==> config.mk <==
export PLATFORM = sky130hd
export DESIGN_NAME = ysyx_22041412_pcu_flat
export DESIGN_NICKNAME = d
export VERILOG_FILES = /design/src/rtl/ysyx_22041412_pkg.sv /design/src/rtl/ysyx_22041412_pcu_if.sv /design/src/rtl/ysyx_22041412_bcmp.sv /design/src/rtl/ysyx_22041412_pcu.sv /design/src/flat_wrapper.sv
export SDC_FILE = /design/constraint.sdc
export NUM_CORES = 1
export LEC_CHECK = 0
export CORE_MARGIN = 2
export CORE_UTILIZATION = 30
export DETAILED_ROUTE_END_ITERATION = 6
export PLACE_DENSITY = 0.58
export SYNTH_ARGS = -nofsm -noshare
export SYNTH_HDL_FRONTEND = slang
export SYNTH_SLANG_ARGS = --single-unit
==> constraint.sdc <==
create_clock -name clk -period 8.7 [get_ports clk]
set_clock_uncertainty 0.05 [all_clocks]
set_input_delay 2.61 -clock clk [delete_from_list [all_inputs] [get_ports clk]]
set_output_delay 2.61 -clock clk [all_outputs]
set_load 0.005 [all_outputs]
==> src/rtl/ysyx_22041412_pkg.sv <==
// Shared types for the ysyx_22041412 PC unit: decoder classes, branch
// func3 codes, FSM states and a small class helper.
// Optional feature macro: YSYX_22041412_PCU_TRAP_EN (adds the HALT state).
package ysyx_22041412_pkg;

   typedef enum logic [3:0] {
      DT_R      = 4'b0000,
      DT_I      = 4'b0001,
      DT_AUIPC  = 4'b0010,
      DT_BRANCH = 4'b0011,
      DT_STORE  = 4'b0100,
      DT_LOAD   = 4'b1001,
      DT_JAL    = 4'b1011,
      DT_JALR   = 4'b1100,
      DT_MUL    = 4'b1111
   } dec_type_e;

   localparam logic [2:0] F3_BEQ  = 3'b000;
   localparam logic [2:0] F3_BNE  = 3'b001;
   localparam logic [2:0] F3_BLT  = 3'b100;
   localparam logic [2:0] F3_BGE  = 3'b101;
   localparam logic [2:0] F3_BLTU = 3'b110;
   localparam logic [2:0] F3_BGEU = 3'b111;

`ifdef YSYX_22041412_PCU_TRAP_EN
   typedef enum logic [2:0] {
      S_FETCH, S_DECODE, S_EXEC, S_MEM, S_WB, S_HALT
   } state_e;
`else
   typedef enum logic [2:0] {
      S_FETCH, S_DECODE, S_EXEC, S_MEM, S_WB
   } state_e;
`endif

   function automatic logic is_mem_type(input logic [3:0] t);
      return (t == DT_LOAD) || (t == DT_STORE);
   endfunction

endpackage

==> src/rtl/ysyx_22041412_pcu_if.sv <==
// Bundle between the PC unit and fetch/decode/regfile/mul/lsu.
// master = PC unit side, slave = environment side. XLEN = PC width.
interface ysyx_22041412_pcu_if #(
   parameter int XLEN = 64
);
   logic            ifu_req;
   logic [XLEN-1:0] ifu_addr;
   logic            ifu_valid;
   logic [31:0]     ifu_inst;
   logic [31:0]     inst;
   logic [3:0]      dec_type;
   logic [2:0]      dec_func3;
   logic [XLEN-1:0] dec_imm;
   logic [XLEN-1:0] rs1_data;
   logic [XLEN-1:0] rs2_data;
   logic            mul_req;
   logic            mul_done;
   logic            lsu_req;
   logic            lsu_done;
   logic            reg_wen;
   logic [XLEN-1:0] pc;
   logic [XLEN-1:0] npc;
   logic            commit;
   logic            trap;

   modport master (
      output ifu_req, ifu_addr, inst,
      output mul_req, lsu_req,
      output reg_wen, pc, npc, commit, trap,
      input  ifu_valid, ifu_inst,
      input  dec_type, dec_func3, dec_imm,
      input  rs1_data, rs2_data,
      input  mul_done, lsu_done
   );

   modport slave (
      input  ifu_req, ifu_addr, inst,
      input  mul_req, lsu_req,
      input  reg_wen, pc, npc, commit, trap,
      output ifu_valid, ifu_inst,
      output dec_type, dec_func3, dec_imm,
      output rs1_data, rs2_data,
      output mul_done, lsu_done
   );

endinterface

==> src/rtl/ysyx_22041412_bcmp.sv <==
// Combinational branch comparator.
// Ports: rs1_i/rs2_i operands, func3_i branch kind, taken_o decision.
module ysyx_22041412_bcmp
   import ysyx_22041412_pkg::*;
#(
   parameter int XLEN = 64
)(
   input  logic [XLEN-1:0] rs1_i,
   input  logic [XLEN-1:0] rs2_i,
   input  logic [2:0]      func3_i,
   output logic            taken_o
);

   logic eq;
   logic lt;
   logic ltu;

   assign eq  = (rs1_i == rs2_i);
   assign lt  = ($signed(rs1_i) < $signed(rs2_i));
   assign ltu = (rs1_i < rs2_i);

   always_comb begin
      taken_o = 1'b0;
      unique case (func3_i)
         F3_BEQ:  taken_o = eq;
         F3_BNE:  taken_o = !eq;
         F3_BLT:  taken_o = lt;
         F3_BGE:  taken_o = !lt;
         F3_BLTU: taken_o = ltu;
         F3_BGEU: taken_o = !ltu;
         // 010/011 are not branch kinds; never taken
         default: taken_o = 1'b0;
      endcase
   end

endmodule

==> src/rtl/ysyx_22041412_pcu.sv <==
// Multi-cycle PC unit: FETCH -> DECODE -> EXEC -> [MEM] -> WB sequencer.
// Ports: clk, rst (sync, active-high), bus (ysyx_22041412_pcu_if.master).
// Macro YSYX_22041412_PCU_TRAP_EN: misaligned redirect traps and halts.
module ysyx_22041412_pcu
   import ysyx_22041412_pkg::*;
#(
   parameter int              XLEN     = 64,
   parameter logic [XLEN-1:0] RESET_PC = XLEN'(32'h8000_0000)
)(
   input  logic                       clk,
   input  logic                       rst,
   ysyx_22041412_pcu_if.master        bus
);

   localparam logic [XLEN-1:0] STEP = XLEN'(4);

   state_e          state_q, state_d;
   logic [XLEN-1:0] pc_q, pc_d;
   logic [XLEN-1:0] npc_q, npc_d;
   logic [31:0]     inst_q, inst_d;

   logic            taken;
   logic            redir;
   logic [XLEN-1:0] tgt;
   logic [XLEN-1:0] jalr_sum;
   logic [3:0]      dtype;

   logic            ifu_req_w;
   logic            mul_req_w;
   logic            lsu_req_w;
   logic            commit_w;
   logic            reg_wen_w;
   logic            trap_w;

`ifdef YSYX_22041412_PCU_TRAP_EN
   logic            mis_q, mis_d;
`endif

   assign dtype    = bus.dec_type;
   assign jalr_sum = bus.rs1_data + bus.dec_imm;

   ysyx_22041412_bcmp #(
      .XLEN (XLEN)
   ) u_bcmp (
      .rs1_i   (bus.rs1_data),
      .rs2_i   (bus.rs2_data),
      .func3_i (bus.dec_func3),
      .taken_o (taken)
   );

   // Target for the current instruction; only consumed in EXEC.
   always_comb begin
      redir = 1'b0;
      tgt   = pc_q + STEP;
      unique case (1'b1)
         (dtype == DT_BRANCH) && taken: begin
            redir = 1'b1;
            tgt   = pc_q + bus.dec_imm;
         end
         (dtype == DT_JAL): begin
            redir = 1'b1;
            tgt   = pc_q + bus.dec_imm;
         end
         (dtype == DT_JALR): begin
            redir = 1'b1;
            tgt   = {jalr_sum[XLEN-1:1], 1'b0};
         end
         default: ;
      endcase
   end

   always_comb begin
      state_d   = state_q;
      pc_d      = pc_q;
      npc_d     = npc_q;
      inst_d    = inst_q;
      ifu_req_w = 1'b0;
      mul_req_w = 1'b0;
      lsu_req_w = 1'b0;
      commit_w  = 1'b0;
      reg_wen_w = 1'b0;
      trap_w    = 1'b0;
`ifdef YSYX_22041412_PCU_TRAP_EN
      mis_d     = mis_q;
`endif
      unique case (state_q)
         S_FETCH: begin
            ifu_req_w = 1'b1;
            if (bus.ifu_valid) begin
               inst_d  = bus.ifu_inst;
               state_d = S_DECODE;
            end
         end
         S_DECODE: state_d = S_EXEC;
         S_EXEC: begin
            npc_d = tgt;
`ifdef YSYX_22041412_PCU_TRAP_EN
            mis_d = redir && (tgt[1:0] != 2'b00);
`endif
            if (dtype == DT_MUL) begin
               mul_req_w = 1'b1;
               if (bus.mul_done) state_d = S_WB;
            end else if (is_mem_type(dtype)) begin
               state_d = S_MEM;
            end else begin
               state_d = S_WB;
            end
         end
         S_MEM: begin
            lsu_req_w = 1'b1;
            if (bus.lsu_done) state_d = S_WB;
         end
         S_WB: begin
`ifdef YSYX_22041412_PCU_TRAP_EN
            if (mis_q) begin
               trap_w  = 1'b1;
               state_d = S_HALT;
            end else begin
               commit_w  = 1'b1;
               reg_wen_w = (dtype != DT_STORE) &&
                           (dtype != DT_BRANCH);
               pc_d      = npc_q;
               state_d   = S_FETCH;
            end
`else
            commit_w  = 1'b1;
            reg_wen_w = (dtype != DT_STORE) &&
                        (dtype != DT_BRANCH);
            pc_d      = npc_q;
            state_d   = S_FETCH;
`endif
         end
`ifdef YSYX_22041412_PCU_TRAP_EN
         S_HALT: trap_w = 1'b1;
`endif
         default: state_d = S_FETCH;
      endcase
      // Reset aborts whatever is in flight: no request, commit or write
      // may escape in the cycle that rst is sampled.
      if (rst) begin
         ifu_req_w = 1'b0;
         mul_req_w = 1'b0;
         lsu_req_w = 1'b0;
         commit_w  = 1'b0;
         reg_wen_w = 1'b0;
         trap_w    = 1'b0;
      end
   end

   always_ff @(posedge clk) begin
      if (rst) begin
         state_q <= S_FETCH;
         pc_q    <= RESET_PC;
         npc_q   <= RESET_PC + STEP;
         inst_q  <= '0;
`ifdef YSYX_22041412_PCU_TRAP_EN
         mis_q   <= 1'b0;
`endif
      end else begin
         state_q <= state_d;
         pc_q    <= pc_d;
         npc_q   <= npc_d;
         inst_q  <= inst_d;
`ifdef YSYX_22041412_PCU_TRAP_EN
         mis_q   <= mis_d;
`endif
      end
   end

   assign bus.ifu_req  = ifu_req_w;
   assign bus.ifu_addr = pc_q;
   assign bus.inst     = inst_q;
   assign bus.mul_req  = mul_req_w;
   assign bus.lsu_req  = lsu_req_w;
   assign bus.reg_wen  = reg_wen_w;
   assign bus.pc       = pc_q;
   assign bus.npc      = npc_q;
   assign bus.commit   = commit_w;
   assign bus.trap     = trap_w;

endmodule

==> src/flat_wrapper.sv <==
// flat-port wrapper written by rule: the top's interface ports become plain ports
module ysyx_22041412_pcu_flat import ysyx_22041412_pkg::*;
#(
   parameter int              XLEN     = 64,
   parameter logic [XLEN-1:0] RESET_PC = XLEN'(32'h8000_0000)
)
  (clk, rst, bus_ifu_req, bus_ifu_addr, bus_inst, bus_mul_req, bus_lsu_req, bus_reg_wen, bus_pc, bus_npc, bus_commit, bus_trap, bus_ifu_valid, bus_ifu_inst, bus_dec_type, bus_dec_func3, bus_dec_imm, bus_rs1_data, bus_rs2_data, bus_mul_done, bus_lsu_done);
  ysyx_22041412_pcu_if #(.XLEN(XLEN)) bus_i ();
  input  logic clk;
  input  logic rst;
  output wire logic [$bits(bus_i.ifu_req)-1:0] bus_ifu_req;
  output wire logic [$bits(bus_i.ifu_addr)-1:0] bus_ifu_addr;
  output wire logic [$bits(bus_i.inst)-1:0] bus_inst;
  output wire logic [$bits(bus_i.mul_req)-1:0] bus_mul_req;
  output wire logic [$bits(bus_i.lsu_req)-1:0] bus_lsu_req;
  output wire logic [$bits(bus_i.reg_wen)-1:0] bus_reg_wen;
  output wire logic [$bits(bus_i.pc)-1:0] bus_pc;
  output wire logic [$bits(bus_i.npc)-1:0] bus_npc;
  output wire logic [$bits(bus_i.commit)-1:0] bus_commit;
  output wire logic [$bits(bus_i.trap)-1:0] bus_trap;
  input wire logic [$bits(bus_i.ifu_valid)-1:0] bus_ifu_valid;
  input wire logic [$bits(bus_i.ifu_inst)-1:0] bus_ifu_inst;
  input wire logic [$bits(bus_i.dec_type)-1:0] bus_dec_type;
  input wire logic [$bits(bus_i.dec_func3)-1:0] bus_dec_func3;
  input wire logic [$bits(bus_i.dec_imm)-1:0] bus_dec_imm;
  input wire logic [$bits(bus_i.rs1_data)-1:0] bus_rs1_data;
  input wire logic [$bits(bus_i.rs2_data)-1:0] bus_rs2_data;
  input wire logic [$bits(bus_i.mul_done)-1:0] bus_mul_done;
  input wire logic [$bits(bus_i.lsu_done)-1:0] bus_lsu_done;
  assign bus_ifu_req = bus_i.ifu_req;
  assign bus_ifu_addr = bus_i.ifu_addr;
  assign bus_inst = bus_i.inst;
  assign bus_mul_req = bus_i.mul_req;
  assign bus_lsu_req = bus_i.lsu_req;
  assign bus_reg_wen = bus_i.reg_wen;
  assign bus_pc = bus_i.pc;
  assign bus_npc = bus_i.npc;
  assign bus_commit = bus_i.commit;
  assign bus_trap = bus_i.trap;
  assign bus_i.ifu_valid = bus_ifu_valid;
  assign bus_i.ifu_inst = bus_ifu_inst;
  assign bus_i.dec_type = bus_dec_type;
  assign bus_i.dec_func3 = bus_dec_func3;
  assign bus_i.dec_imm = bus_dec_imm;
  assign bus_i.rs1_data = bus_rs1_data;
  assign bus_i.rs2_data = bus_rs2_data;
  assign bus_i.mul_done = bus_mul_done;
  assign bus_i.lsu_done = bus_lsu_done;
  ysyx_22041412_pcu #(.XLEN(XLEN), .RESET_PC(RESET_PC)) u_core (.clk(clk), .rst(rst), .bus(bus_i));
endmodule
# Yosys cells after proc, flatten, opt, wreduce, memory -nomap -nowiden
# Cells that the tools add are included.
[totals]
mem_bits_ro = 0
in_bits = 236
elab_cells = 60
regBits = 163
ram_bits = 0
n_memories = 0
latch_bits = 0
[classes]
div_mod_pow = 0
eq_ne = 21
reduce_logical = 11
n_lt_le_gt_ge = 2
n_shift = 0
n_bitwise = 0
n_mux = 19
addsub = 3
multipliers = 0
[op_table]
columns = ["operator", "n"]
rows = [
  ["adder 64 bit", 2],
  ["less-than comparator 64 bit", 2],
  ["case mux 64 bit (2 select lines)", 1],
  ["adder 64 x 3 -> 64 bit (second input constant)", 1],
  ["equality test 64 bit", 1],
  ["equality test 4 bit (second input constant)", 4],
  ["equality test 3 bit (second input constant)", 5],
  ["two-way mux 3 bit", 5],
  ["case mux 3 bit (4 select lines)", 1],
  ["two-way mux 1 bit", 11],
  ["equality test 3 x 1 -> 1 bit (second input constant)", 2],
  ["equality test 3 x 2 -> 1 bit (second input constant)", 2],
  ["logical NOT 3 bit", 2],
  ["case mux 1 bit (6 select lines)", 1],
  ["equality test 4 x 2 -> 1 bit (second input constant)", 1],
  ["equality test 4 x 3 -> 1 bit (second input constant)", 1],
  ["inequality test 2 bit (second input constant)", 2],
  ["inequality test 4 x 2 -> 1 bit (second input constant)", 1],
  ["inequality test 4 x 3 -> 1 bit (second input constant)", 1],
  ["logical NOT 1 bit", 3],
  ["inequality test 3 bit (second input constant)", 1],
  ["AND reduction 3 bit", 1],
  ["logical AND 1 bit", 2],
  ["AND reduction 2 bit", 1],
  ["2 further kinds", 2],
]

# Logic depth before layout (Yosys ltp)
# Gate-level depths: netlist of run 1.
[logic_depth]
depth_word = 6
depth_mapped = 15
ltp_nobuf = 13

# By module
# Synthesis of run 1 repeated with hierarchy kept, for this count alone.
[hier_totals]
cells_unflattened = 2476
hier_area_um2 = 17510.5
[modules_own_cells]
columns = ["mod", "area_per_inst_um2", "cells_per_inst", "seq_area_each_um2", "n_inst"]
rows = [
  ["ysyx_22041412_pcu", 15833.9, 2239, 3263.1, 1],
  ["ysyx_22041412_bcmp", 1676.6, 237, 0.0, 1],
]

# Worst setup path after synthesis of run 1
# Ideal clock, no wire load.
[synth_path]
path_type = "input-to-output"
start = "in rst"
end = "out bus_mul_req"
arrival_ns = 3.229
stages = 3
path_slack_ns = 2.811
cell_sequence = "clkbuf_1 -> clkbuf_1 -> nor2_1"
[synth_via]
elab_chain_len = 1
[synth_rtl]
columns = ["item", "line_no", "source"]
rows = [
  ["from (decl)", "flat_wrapper.sv:10", "input logic rst;"],
  ["two-way mux 1 bit", "ysyx_22041412_pcu.sv:140", "if (rst) begin"],
  ["to (decl)", "flat_wrapper.sv:14", "output wire logic [$bits(bus_i.mul_req)-1:0] bus_mul_req;"],
]
# No other way between the ends.

# Worst setup path after layout of run 1
[layout_path]
start = "in bus_dec_type[0]"
end = "out bus_mul_req"
[layout_via]
elab_chain_len = 4
[layout_rtl]
columns = ["item", "line_no", "source"]
rows = [
  ["from (decl)", "flat_wrapper.sv:23", "input wire logic [$bits(bus_i.dec_type)-1:0] bus_dec_type;"],
  ["equality test 4 bit", "ysyx_22041412_pcu.sv:100", "if (dtype == DT_MUL) begin"],
  ["two-way mux 1 bit", "ysyx_22041412_pcu.sv:100", ""],
  ["two-way mux 1 bit", "ysyx_22041412_pcu.sv:86", "unique case (state_q)"],
  ["two-way mux 1 bit", "ysyx_22041412_pcu.sv:140", ""],
]
# No other way between the ends.

==> load_flow_metrics.sql, run 1 <==
INSERT INTO impl_metrics (metric_group, metric, value, unit) VALUES
('synth', 'yosysMostFrequentCell', 'sky130_fd_sc_hd__nand2_1', ''),
('critical_path', 'path_delay_family', 'buffers and inverters', ''),
('global_routing', 'track_usage', '25.1', '%'),
('synth', 'netlist_top_cells_area', 'sky130_fd_sc_hd__dfxtp_1 (19%), sky130_fd_sc_hd__ha_1 (14%), sky130_fd_sc_hd__a21oi_1 (8.4%)', ''),
('routing', 'vias', '19500', ''),
('critical_path', 'worst_path_max_delay_cell', 'sky130_fd_sc_hd__clkdlybuf4s50_1', ''),
('synth', 'synth_warnings', '0', ''),
('critical_path', 'timing.reg2reg.setup_slack', '4140', 'ps'),
('routing', 'first_iter_violations', '1488', ''),
('layout', 'fill_cells', '6033', ''),
('power', 'vdd_ir_drop_max', '139', 'uV'),
('clocking', 'post-cts-setup-buffer-count', '0', ''),
('critical_path', 'rr_endpoint', 'u_core.bus.npc[56]', ''),
('sta', 'finalSetupTns', '0', 'ps'),
('synth', 'postSynthCellCount', '2440', ''),
('routing', 'route.detailed.vias_per_inst', '5.52', ''),
('synth', 'synth_sequential_area_ratio', '18.8', '%'),
('sta', 'fmax', '139', 'MHz'),
('critical_path', 'cp.arrival', '4540', 'ps'),
('floorplanning', 'top_level_ports', '466', ''),
('sta', 'setup_viol', '0', ''),
('global_routing', 'largest_net_degree_at_the_start_of_global_routing', '67', ''),
('routing', 'wl_per_cell', '21.9', 'um'),
('clocking', 'cts_resized', '0', ''),
('floorplanning', 'die_area', '59800', 'um^2'),
('critical_path', 'path_cells', 'clkdlybuf4s50_1, nand2_1, or3_1, nor2_1, clkdlybuf4s50_1', ''),
('sta', 'fin_crit', '7200', 'ps'),
('routing', 'drtPass1Iterations', '5', ''),
('critical_path', 'cp-start-kind', 'primary input', ''),
('outcome', 'status', 'completed', ''),
('critical_path', 'crit_cells', '5', ''),
('critical_path', 'worstSetupEndpointType', 'output pin', ''),
('layout', 'nets', '3185', ''),
('place', 'dpl_wire_length', '61400', 'um'),
('critical_path', 'worstSetupEndpoint', 'bus_mul_req', ''),
('worst_hold_path', 'timing.hold.worst_path_depth', '2', ''),
('layout', 'syn_to_final_growth', '31.0', '%'),
('clocking', 'cts.htree.levels', '4', ''),
('synth', 'asyncSetResetFlopFracSynth', '0', '%'),
('routing', 'remaining_drc_errors', '0', ''),
('synth', 'synth-seq-cells', '163', ''),
('sta', 'finalCritPeriodShare', '82.7', '%'),
('global_routing', 'number_of_global_route_vias_before_repair', '18800', ''),
('worst_hold_path', 'hold_path_class', 'flip-flop to flip-flop', ''),
('sta', 'timing.final.max_slew_violations', '0', ''),
('floorplanning', 'die-height', '244', 'um'),
('clocking', 'clkLatencyLatePin', '480', 'ps'),
('global_routing', 'antenna_found_initial', '0', ''),
('sta', 'grt_setup_unrepaired', 'false', ''),
('floorplanning', 'core_region', '57500', 'um^2'),
('sta', 'timing.final.hold_violations', '0', ''),
('floorplanning', 'chipWidth', '244', 'um'),
('critical_path', 'cp_data_required_time', '6040', 'ps'),
('sta', 'max_slew.worst_pin.slew', '1140', 'ps'),
('layout', 'antenna-diode-count', '0', ''),
('flow_run', 'cap_violations', '0', ''),
('synth', 'yosysTopAreaCell', 'sky130_fd_sc_hd__dfxtp_1', ''),
('clocking', 'cts_hold_repair.buffers', '0', ''),
('synth', 'synthesized_netlist_net_count', '2868', ''),
('critical_path', 'critical_path_class', 'primary input to output pin', ''),
('clocking', 'cts_max_path_buffers', '2', ''),
('critical_path', 'path_max_fanout', '6', ''),
('power', 'power.leakage', '0.00894', 'uW'),
('synth', 'synth-edff-count', '0', ''),
('floorplanning', 'initial_core_util', '30.2', '%'),
('synth', 'yosys-top-cells-count', 'sky130_fd_sc_hd__nand2_1 (380), sky130_fd_sc_hd__a21oi_1 (290), sky130_fd_sc_hd__nor2_1 (206), sky130_fd_sc_hd__ha_1 (190), sky130_fd_sc_hd__dfxtp_1 (163)', ''),
('clocking', 'cts_sinks', '163', ''),
('layout', 'final_util', '39.5', '%'),
('synth', 'yosys_most_used_dff', 'sky130_fd_sc_hd__dfxtp_1', ''),
('routing', 'final_antenna_net_count', '0', ''),
('critical_path', 'worstRegToRegCells', '12', '');
## state kept, by name (all words and copies together) (netlist names)
name	cells
u_core.bus.npc	64
u_core.bus.inst	32
u_core.state_q	3
u_core.bus.ifu_addr	64
## stage by stage
step	hold slack, ps	instance area (um^2)	setup WS (ps)
floorplan	403	17300	2810
global placement	392	22100	1200
detailed placement	397	22100	1130
CTS	406	22700	1480
global route	428	22700	1330
finish	405	22700	1500
## layout by cell type (no fill, tap or decap), drive strengths merged, types with 69 or more instances in the layout
cell type	instances
a21oi	290
inv	112
dfxtp	163
nor2	208
o21ai	93
clkdlybuf4s50	463
ha	190
xnor2	100
nand2	381
xor2	69
## layer usage
metal | part of all wire, % | global-route usage [%] | vias up
met5 | 0 | 0 | -
met4 | 2.9 | 7.73 | 0
met2 | 47 | 42.6 | 776
li1 | - | - | 9357
met1 | 43 | 32.3 | 9250
met3 | 6.7 | 4.21 | 121
## logic make-up after synthesis
kind of cell               synth area share, %
other                                   0.0216
and+or+nand+nor                           23.4
xor gates and xnor gates                  8.53
DFF                                       18.8
AOI/OAI and AO/OA                         27.0
buffers and inverters                     7.88
adders and majority gates                 13.9
muxes                                    0.426
## cell type report
type / instances / area (um^2) / area share (%)
Multi-Input combinational cell: 1985 / 12700 / 56.0
Inverter: 108 / 405 / 1.78
Clock inverter: 13 / 150 / 0.661
Timing Repair Buffer: 482 / 4780 / 21.1
Tap cell: 765 / 957 / 4.21
Sequential cell: 163 / 3260 / 14.4
Clock buffer: 19 / 433 / 1.90
## worst reg2reg max path: stages (launching register included)
cell	delay, ps
sky130_fd_sc_hd__dfxtp_1	440
sky130_fd_sc_hd__ha_1	470
sky130_fd_sc_hd__nand4_1	210
sky130_fd_sc_hd__a211oi_1	210
sky130_fd_sc_hd__o21ai_1	160
sky130_fd_sc_hd__a2111oi_1	1000
sky130_fd_sc_hd__a211oi_1	220
sky130_fd_sc_hd__o2111ai_1	510
sky130_fd_sc_hd__a41oi_2	220
sky130_fd_sc_hd__o221ai_1	260
sky130_fd_sc_hd__xor2_1	110
sky130_fd_sc_hd__a2111oi_0	480
sky130_fd_sc_hd__nor3_1	90
## power breakdown
| part | internal [uW] | leakage [uW] | switching, uW | total (uW) |
|---|---|---|---|---|
| registers | 818 | 0.00132 | 77.9 | 896 |
| clock network | 427 | 0.000272 | 374 | 801 |
| logic | 489 | 0.00735 | 614 | 1100 |
| total | 1730 | 0.00894 | 1070 | 2800 |
## worst min path at each step
stage / endpoint / start
2_1_floorplan: u_core.bus.inst[0] / u_core.bus.inst[0]
3_5_place_dp: u_core.bus.inst[26] / u_core.bus.inst[26]
4_1_cts: u_core.bus.inst[26] / u_core.bus.inst[26]
5_1_grt: u_core.bus.inst[24] / u_core.bus.inst[24]
6_report: u_core.bus.inst[26] / u_core.bus.inst[26]
3_3_place_gp: u_core.bus.inst[30] / u_core.bus.inst[30]
Note: power is estimated with default switching activity, not from simulation.
==> inputs of run 2 (changes only) <==
Settings changed: PLACE_DENSITY 0.58 to 0.6.
Clock period 8.7 ns to 6.01 ns, I/O delays scaled along.
==> load_flow_metrics.sql, run 2 (same netlist as run 1, synthesis figures left out) <==
INSERT INTO impl_metrics (metric_group, metric, value, unit) VALUES
('place', 'placed_cells', '3560', ''),
('clocking', 'post-cts-setup-buffer-count', '0', ''),
('clocking', 'cts.htree.levels', '4', ''),
('worst_hold_path', 'timing.hold.worst_path_depth', '2', ''),
('power', 'vdd_ir_drop_max', '227', 'uV'),
('floorplanning', 'die_area', '59800', 'um^2'),
('sta', 'timing.final.hold_violations', '0', ''),
('critical_path', 'cp_data_required_time', '4160', 'ps'),
('routing', 'vias', '19600', ''),
('place', 'place.port_buffers', '464', ''),
('clocking', 'cts_resized', '0', ''),
('worst_hold_path', 'hold_path_end', 'u_core.bus.inst[26]', ''),
('clocking', 'clk_pin_slew_worst_paths', '70', 'ps'),
('critical_path', 'timing.reg2reg.setup_slack', '2020', 'ps'),
('layout', 'final_cell_mix', 'sky130_fd_sc_hd__clkdlybuf4s50_1 (463), sky130_fd_sc_hd__nand2_1 (379), sky130_fd_sc_hd__a21oi_1 (290)', ''),
('critical_path', 'timing.critical_path.mode_cell', 'sky130_fd_sc_hd__clkdlybuf4s50_1', ''),
('routing', 'final_antenna_net_count', '0', ''),
('sta', 'fmax', '177', 'MHz'),
('floorplanning', 'num_rows', '88', ''),
('clocking', 'tritoncts', 'built', ''),
('routing', 'remaining_drc_errors', '0', ''),
('critical_path', 'critical_path_class', 'primary input to output pin', ''),
('floorplanning', 'die-height', '244', 'um'),
('place', 'gp_congestion', '0.930', ''),
('clocking', 'clock_tree.root_cell', 'sky130_fd_sc_hd__clkbuf_16', ''),
('routing', 'sum_of_routed_wire_length_over_all_layers', '77700', 'um'),
('critical_path', 'critical-path-max-stage-delay', '600', 'ps'),
('floorplanning', 'top_level_ports', '466', ''),
('global_routing', 'antenna_found_initial', '3', ''),
('critical_path', 'worstSetupEndpointType', 'output pin', ''),
('global_routing', 'first_pass_grt_wire_length', '115000', 'um'),
('layout', 'final_common_cell', 'sky130_fd_sc_hd__clkdlybuf4s50_1', ''),
('clocking', 'cts_hold_repair.buffers', '0', ''),
('worst_hold_path', 'hold_path_class', 'flip-flop to flip-flop', ''),
('global_routing', 'largest_net_degree_at_the_start_of_global_routing', '161', ''),
('place', 'dpl_wire_length', '62100', 'um'),
('sta', 'timing.final.max_slew_violations', '0', ''),
('critical_path', 'path_cells', 'clkdlybuf4s50_1, nand2_1, or3_1, nor2_1, clkdlybuf4s50_1', ''),
('clocking', 'cts_max_path_buffers', '2', ''),
('critical_path', 'rr_endpoint', 'u_core.bus.npc[57]', ''),
('critical_path', 'critical_path.reg2reg.startpoint', 'u_core.bus.ifu_addr[2]', ''),
('sta', 'max_slew.worst_pin.slew', '1250', 'ps'),
('critical_path', 'path_max_fanout', '6', ''),
('sta', 'fin_crit', '5670', 'ps'),
('critical_path', 'worst_path_max_delay_cell', 'sky130_fd_sc_hd__clkdlybuf4s50_1', ''),
('routing', 'route.detailed.vias_per_inst', '5.47', ''),
('layout', 'nets', '3242', ''),
('layout', 'seq_area', '3260', 'um^2'),
('power', 'power.density', '175', 'nW/um^2'),
('routing', 'drtPass1Iterations', '7', ''),
('clocking', 'cts_sinks', '163', ''),
('critical_path', 'cp-start-kind', 'primary input', ''),
('floorplanning', 'chipWidth', '244', 'um'),
('sta', 'relSlewSlack', '16.3', '%'),
('power', 'report.power.total', '4070', 'uW'),
('routing', 'first_iter_violations', '1654', ''),
('layout', 'ratio_of_cells_with_drive_above_1_in_the_final_layout', '5.20', '%'),
('sta', 'grt_setup_unrepaired', 'false', ''),
('sta', 'setup_viol', '0', ''),
('power', 'power.leakage', '0.00925', 'uW'),
('layout', 'final_util', '40.4', '%'),
('clocking', 'tritoncts.num_buffers', '17', ''),
('flow_run', 'cap_violations', '0', ''),
('floorplanning', 'core_region', '57500', 'um^2'),
('critical_path', 'worstRegToRegCells', '13', ''),
('sta', 'finalCritPeriodShare', '94.3', '%'),
('outcome', 'status', 'completed', ''),
('layout', 'antenna-diode-count', '0', ''),
('routing', 'wl_per_cell', '21.6', 'um'),
('global_routing', 'track_usage', '25.3', '%'),
('sta', 'finalSetupTns', '0', 'ps'),
('layout', 'syn_to_final_growth', '33.7', '%'),
('critical_path', 'cp.arrival', '3810', 'ps'),
('worst_hold_path', 'worst_hold_startpoint', 'u_core.bus.inst[26]', ''),
('layout', 'finalNonFillerCells', '3592', ''),
('floorplanning', 'initial_core_util', '30.2', '%'),
('sta', 'whs', '406', 'ps'),
('layout', 'fill_cells', '5996', ''),
('layout', 'multiInputGateArea', '12700', 'um^2'),
('clocking', 'clkLatencyLatePin', '500', 'ps'),
('global_routing', 'global_route.overflow_total', '0', ''),
('global_routing', 'number_of_global_route_vias_before_repair', '19100', '');
run 2: through the flow:
| stage | setup slack, ps | instance area (um^2) |
|---|---|---|
| floorplan | 1230 | 17300 |
| global placement | 180 | 22600 |
| detailed placement | 121 | 22600 |
| CTS | 357 | 23200 |
| global route | 297 | 23200 |
| finish | 344 | 23200 |
run 2: how the worst max path moves through the flow:
stage,to,slack [ps],depth (start not counted),start
after floorplan,u_core.bus.npc[56],1230,13,bus_dec_imm[0]
after global placement,u_core.bus.npc[60],180,16,bus_dec_imm[1]
after detailed placement,u_core.bus.npc[56],120,16,bus_dec_imm[0]
after CTS,bus_mul_req,360,5,bus_dec_type[0]
after global routing,bus_mul_req,300,5,bus_dec_type[0]
final,bus_mul_req,340,5,bus_dec_type[0]
run 2: area by class of cell:
cell class / instances / share of cell area [%]
Timing Repair Buffer: 539 / 22.7
Tap cell: 765 / 4.13
Clock inverter: 13 / 0.593
Sequential cell: 163 / 14.1
Inverter: 108 / 1.75
Clock buffer: 19 / 1.91
Multi-Input combinational cell: 1985 / 54.9
run 2: worst max-delay path: cells and delay by family:
family	cells	cell delay, ps
buffers and inverters	2	1190
AND/OR/NAND/NOR	3	810
run 2: power breakdown:
group,internal [uW],total (uW),switching (uW)
Combinational,741,1620,882
Clock,594,1150,559
Sequential,1180,1290,106
Total,2520,4070,1550
run 2: routing by layer:
layer	wire length (um)	GRT usage (%)
met3	4940	5.07
met1	33300	31.6
met5	23	0
met4	2750	9.81
met2	36700	42.7
==> inputs of run 3 (changes only) <==
--- a/config.mk
+++ b/config.mk
@@ -7,3 +7,2 @@
 export LEC_CHECK = 0
-export CORE_MARGIN = 2
 export CORE_UTILIZATION = 30
--- a/constraint.sdc
+++ b/constraint.sdc
@@ -4,2 +4,2 @@
 set_output_delay 1.803 -clock clk [all_outputs]
-set_load 0.005 [all_outputs]
+set_load 0.05 [all_outputs]
==> load_flow_metrics.sql, run 3 (same netlist as run 1, synthesis figures left out) <==
INSERT INTO impl_metrics (metric_group, metric, value, unit) VALUES
('sta', 'setup_viol', '0', ''),
('critical_path', 'worst-path-buf-inv', '3', ''),
('routing', 'remaining_drc_errors', '0', ''),
('floorplanning', 'num_rows', '87', ''),
('clocking', 'post-cts-setup-buffer-count', '0', ''),
('clocking', 'cts_hold_repair.buffers', '0', ''),
('critical_path', 'cp-start-kind', 'primary input', ''),
('critical_path', 'cp.arrival', '5900', 'ps'),
('sta', 'timing.final.max_slew_violations', '0', ''),
('critical_path', 'crit_cells', '15', ''),
('layout', 'nets', '3265', ''),
('power', 'power.leakage', '0.00937', 'uW'),
('routing', 'wl_per_cell', '21.6', 'um'),
('critical_path', 'cp_data_required_time', '6300', 'ps'),
('critical_path', 'worstSetupEndpoint', 'u_core.bus.npc[30]', ''),
('floorplanning', 'initial_core_util', '30.6', '%'),
('routing', 'vias', '19800', ''),
('floorplanning', 'die-height', '242', 'um'),
('power', 'power.density', '191', 'nW/um^2'),
('layout', 'stdcell_area', '23400', 'um^2'),
('routing', 'final_antenna_net_count', '0', ''),
('power', 'p_sw', '1970', 'uW'),
('power', 'seq_power_share', '28.9', '%'),
('power', 'p_int', '2500', 'uW'),
('global_routing', 'largest_net_degree_at_the_start_of_global_routing', '72', ''),
('critical_path', 'rr_endpoint', 'u_core.bus.npc[36]', ''),
('critical_path', 'critical-path-max-stage-delay', '600', 'ps'),
('floorplanning', 'core_region', '56700', 'um^2'),
('sta', 'fmax', '178', 'MHz'),
('layout', 'antenna-diode-count', '0', ''),
('critical_path', 'worst_path_max_delay_cell', 'sky130_fd_sc_hd__nor4_1', ''),
('critical_path', 'timing.reg2reg.setup_slack', '1830', 'ps'),
('routing', 'first_iter_violations', '1716', ''),
('floorplanning', 'top_level_ports', '466', ''),
('global_routing', 'global_route.overflow_total', '0', ''),
('place', 'place.port_buffers', '464', ''),
('layout', 'ratio_of_cells_with_drive_above_1_in_the_final_layout', '6.07', '%'),
('place', 'dpl-instance-area', '22800', 'um^2'),
('critical_path', 'critPathLaunch', 'bus_dec_imm[4]', ''),
('sta', 'relSlewSlack', '15.5', '%'),
('layout', 'final_util', '41.2', '%'),
('clocking', 'cts_resized', '0', ''),
('sta', 'finalCritPeriodShare', '93.3', '%'),
('floorplanning', 'die_area', '58800', 'um^2'),
('clocking', 'cts_sinks', '163', ''),
('clocking', 'tritoncts.num_buffers', '17', ''),
('clocking', 'clock_tree.root_cell', 'sky130_fd_sc_hd__clkbuf_16', ''),
('power', 'clock_power_share', '26.3', '%'),
('sta', 'timing.final.hold_violations', '0', ''),
('power', 'sw_frac_of_total', '44.0', '%'),
('clocking', 'cts_max_path_buffers', '2', ''),
('sta', 'fin_crit', '5610', 'ps'),
('critical_path', 'path_cells', 'clkdlybuf4s50_1, ha_1, a211oi_2, o221ai_1, a221oi_2, buf_4, buf_4, nor4_1, nor2_1, o21ai_0, a21boi_1, o21ai_0, xor2_1, a221oi_1, a211oi_1', ''),
('global_routing', 'track_usage', '25.9', '%'),
('routing', 'sum_of_routed_wire_length_over_all_layers', '77800', 'um'),
('critical_path', 'worstRegToRegCells', '13', ''),
('global_routing', 'antenna_found_initial', '5', ''),
('layout', 'syn_to_final_growth', '34.8', '%'),
('power', 'combPwrFrac', '44.8', '%'),
('sta', 'whs', '408', 'ps'),
('critical_path', 'critical_path_class', 'primary input to flip-flop', ''),
('global_routing', 'first_pass_grt_wire_length', '116000', 'um'),
('clocking', 'cts.htree.levels', '4', ''),
('clocking', 'tritoncts', 'built', ''),
('worst_hold_path', 'worst_hold_startpoint', 'u_core.bus.inst[29]', ''),
('critical_path', 'critical_path.reg2reg.startpoint', 'u_core.bus.ifu_addr[0]', ''),
('power', 'vdd_ir_drop_max', '233', 'uV'),
('clocking', 'clk_pin_slew_worst_paths', '80', 'ps'),
('flow_run', 'cap_violations', '0', ''),
('clocking', 'clkLatencyLatePin', '510', 'ps'),
('routing', 'route.detailed.vias_per_inst', '5.49', ''),
('global_routing', 'number_of_global_route_vias_before_repair', '19100', ''),
('critical_path', 'worstSetupEndpointType', 'flip-flop', ''),
('outcome', 'status', 'completed', ''),
('critical_path', 'path_max_fanout', '6', ''),
('sta', 'grt_setup_unrepaired', 'false', ''),
('power', 'report.power.total', '4470', 'uW'),
('layout', 'final_common_cell', 'sky130_fd_sc_hd__clkdlybuf4s50_1', ''),
('floorplanning', 'chipWidth', '242', 'um'),
('sta', 'finalSetupTns', '0', 'ps'),
('place', 'dpl_wire_length', '62400', 'um'),
('critical_path', 'path_delay_family', 'compound AO/OA/AOI/OAI gates', ''),
('routing', 'drtPass1Iterations', '7', ''),
('sta', 'max_slew.worst_pin.slew', '1260', 'ps'),
('worst_hold_path', 'hold_path_class', 'flip-flop to flip-flop', ''),
('layout', 'final_cell_mix', 'sky130_fd_sc_hd__clkdlybuf4s50_1 (461), sky130_fd_sc_hd__nand2_1 (379), sky130_fd_sc_hd__a21oi_1 (290)', ''),
('place', 'gp_congestion', '0.962', '');
-- run 3: area by class of cell --
cell class / count / area [um^2]
clock inverter: 15 / 190
clock buffer: 17 / 425
multi-input combinational: 1985 / 12700
sequential: 163 / 3260
tap: 756 / 946
inverter: 108 / 405
timing repair buffer: 562 / 5420
fill: 5806 / 33300
-- run 3: routing by layer --
layer  up-vias  track usage [%]  part of all wire (%)
li1       9521                -                     -
met1      9423             32.6                    44
met2       721             43.7                    47
met3       135             4.51                   6.1
met4         8             9.66                   3.1
met5         -                0                 0.066
-- run 3: worst reg2reg max path, stage by stage (launching register included) --
cell and delay (ps):
sky130_fd_sc_hd__dfxtp_1 390, sky130_fd_sc_hd__ha_1 240, sky130_fd_sc_hd__fa_1 400, sky130_fd_sc_hd__a211o_1 300, sky130_fd_sc_hd__a21o_1 230, sky130_fd_sc_hd__o21ai_0 410, sky130_fd_sc_hd__a21boi_0 210, sky130_fd_sc_hd__o21ai_0 310
sky130_fd_sc_hd__a21oi_1 190, sky130_fd_sc_hd__o21ai_0 480, sky130_fd_sc_hd__nand2b_1 180, sky130_fd_sc_hd__xor2_1 190, sky130_fd_sc_hd__a211oi_1 340, sky130_fd_sc_hd__nor3_1 90
-- run 3: worst min path at each step --
stage | end | slack [ps] | cells past startpoint
global placement | u_core.bus.inst[27] | 390 | 2
global route | u_core.bus.inst[12] | 430 | 2
CTS | u_core.bus.inst[5] | 410 | 2
finish | u_core.bus.inst[29] | 410 | 2
floorplan | u_core.state_q[0] | 610 | 2
detailed placement | u_core.bus.inst[17] | 400 | 2
-- run 3: per-stage QoR --
step | setup WS (ps) | cells
CTS | 593 | 3606
detailed placement | 35.0 | 3574
finish | 400 | 3606
global placement | 83.7 | 3574
floorplan | 517 | 2440
global route | 200 | 3606
-- run 3: power groups by stage --
stage	combinational [uW]	sequential (uW)	clock (uW)
after global routing	2140	1300	1240
after CTS	2000	1290	1210
after detailed placement	1980	1310	0
after floorplan	879	1620	0
final	2000	1290	1180
after global placement	1970	1310	0
==> variant (settings of run 2) <==
The 5 states of `state_e` get a Gray code encoding in 3 bits.
--- a/src/rtl/ysyx_22041412_pkg.sv
+++ b/src/rtl/ysyx_22041412_pkg.sv
@@ -28,7 +28,7 @@
    } state_e;
 `else
    typedef enum logic [2:0] {
-      S_FETCH, S_DECODE, S_EXEC, S_MEM, S_WB
+      S_FETCH = 3'b000, S_DECODE = 3'b001, S_EXEC = 3'b011, S_MEM = 3'b010, S_WB = 3'b110
    } state_e;
 `endif
 
Check against the original RTL: no difference found for any inputs over 4 cycles, from zero or initial values and one cycle with rst high; so few cycles prove little.
==> variant against run 2 <==
Sequential share of layout area decreased by 0.22 points. Fmax increased by 0.13%. Wire length increased by 5.2%. Sequential cell count unchanged. First-iteration DRC count increased by 4.5%. Power decreased by 7.1%. Area after synthesis increased by 2.5%. Worst setup slack improved by 0.0076 ns. Sequential power decreased by 6%. Global-route usage increased by 0.58 points. Core utilization decreased by 0.28 points. Final area increased by 1.6%. Largest cell class unchanged.
==> variant: results (changes against run 2) <==
- Status: completed
- Pre-CTS WS: -0.262 ns (-0.383 ns)
- Largest net degree at the start of global routing: 73 (-55%)
- Post-DP HPWL: 65.4 mm (+5.3%)
- Worst path slowest cell: nor4_2
- Top cells by area, synth: dfxtp_1 18%, ha_1 13%, a21oi_1 8.3%, nand2_1 7.4%, xnor2_1 4.8%
- Htree depth: 4 (unchanged)
- Vias: 20100 (+2.4%)
- Fill cells: 6030 (+0.57%)
- R2R Setup Slk: 2.01 ns
- Worst-path clk slew: 0.07 ns (about the same)
- Max-slew headroom: 22.5% (+6.3 points)
- P_leak: 0.00927 uW (+0.16%)
- Worst vdd ir: 0.246 mV (+8.1%)
- Iteration-0 DRC Markers: 1728 (+4.5%)
- MaxCap Viol Count: 0 (unchanged)
- TritonRoute pass-1 iters: 5 (-2)
- First-pass GRT wire length: 120 mm (+4.4%)
- Largest stage delay, worst path: 0.76 ns (+0.16 ns)
- Hold Crit Start: u_core.bus.inst[8]$_SDFFE_PP0P_
- Vias in the first global route: 19300 (+1.3%)
- Routed len/inst: 22.7 um (+4.7%)
- Clk buf depth: 2 (unchanged)
- RePlAce Congestion: 0.968 (+4.1%)
- Seq/Total Area, Yosys: 18.4% (-0.45 points)
- Gr usage total: 25.9% (+0.58 points)
- Reg2Reg Launch Point: u_core.bus.ifu_addr[2]$_SDFFE_PP0N_
- Initial antenna violation count: 2 (-1)
- Critical Path Fanout Max: 19 (+13)
- Nets: 3250 (+0.25%)
- Synthesized Nets: 2893 (+0.87%)
- Netlist cell types: 83 (-5.7%)
- Reg-to-Reg End: u_core.bus.npc[55]$_SDFFE_PP0P_
- Share of layout cells above drive strength 1: 5.54% (+0.34 points)
- Arrival time worst endpoint: 5.94 ns (+2.13 ns)
- Synth top cells by count: 352 x nand2_1, 295 x a21oi_1, 190 x ha_1
- CP delay by family, top: simple AND/OR/NAND/NOR gates
- Worst-skew pair later-pin latency: 0.51 ns
- Hold Path Sink: u_core.bus.inst[8]$_SDFFE_PP0P_
==> variant: tightest hold or removal path, cell delays in order (launching register included) <==
cell and delay, ns:
dfxtp_1 0.31, nand2_1 0.05, a21oi_1 0.05
==> variant: cells by family (layout without fill, tap and decap cells) <==
kind of cell	after synthesis	after routing	share of synthesized area (%)
compound gates	777	777	29.2
xor+xnor	163	163	8.03
fa+ha+maj	192	192	13.6
buf+inv	300	670	8.08
flops	163	163	18.4
mux	4	4	0.225
other cells	1	2	0.0211
simple gates	865	865	22.5
==> variant: worst max path at each step <==
| stage | from | to | slack (ns) | cells after the start |
|---|---|---|---|---|
| after detailed placement | bus_rs2_data[63] | u_core.bus.npc[53]$_SDFFE_PP0P_ | -0.26 | 14 |
| after global routing | bus_rs2_data[63] | u_core.bus.npc[53]$_SDFFE_PP0P_ | 0.15 | 14 |
| final | bus_rs1_data[63] | u_core.bus.npc[53]$_SDFFE_PP0P_ | 0.35 | 13 |
| after CTS | bus_rs2_data[63] | u_core.bus.npc[53]$_SDFFE_PP0P_ | 0.26 | 14 |
| after global placement | bus_rs2_data[63] | u_core.bus.npc[53]$_SDFFE_PP0P_ | -0.26 | 14 |
| after floorplan | bus_dec_imm[0] | u_core.bus.npc[56]$_SDFFE_PP0P_ | 1.47 | 12 |
==> variant: where the power goes <==
part | total [uW] | switching (uW) | internal, uW
sequential | 1210 | 64.3 | 1140
combinational | 1370 | 759 | 613
clock | 1200 | 600 | 597
==> variant: cell type report <==
cell class,instances,area share [%]
repair buffers,534,22.2
multi-input cells,2002,55.6
diodes,1,0.0106
clock buffers,17,1.81
flip-flops and latches,163,13.8
well taps,773,4.10
clock inverters,15,0.796
inverters,104,1.66
==> variant: routing by layer <==
metal | vias to the layer above | GRT usage (%) | wire [um]
met2 | 763 | 44.6 | 40000
met5 | - | 0 | 0
met1 | 9584 | 32.6 | 34600
li1 | 9635 | - | -
met4 | 0 | 9.83 | 2690
met3 | 135 | 3.69 | 4530
==> variant: stage by stage <==
step | power [uW] | hold WS, ns | util, % | instances | area, sq um
finish | 3780 | 0.407 | 40.1 | 3609 | 23600
global route | 3960 | 0.427 | 40.1 | 3609 | 23600
CTS | 3790 | 0.408 | 40.1 | 3608 | 23600
detailed placement | 2590 | 0.397 | 39.0 | 3576 | 22900
global placement | 2580 | 0.392 | 39.0 | 3576 | 22900
floorplan | 1950 | 0.403 | - | 2465 | 17800
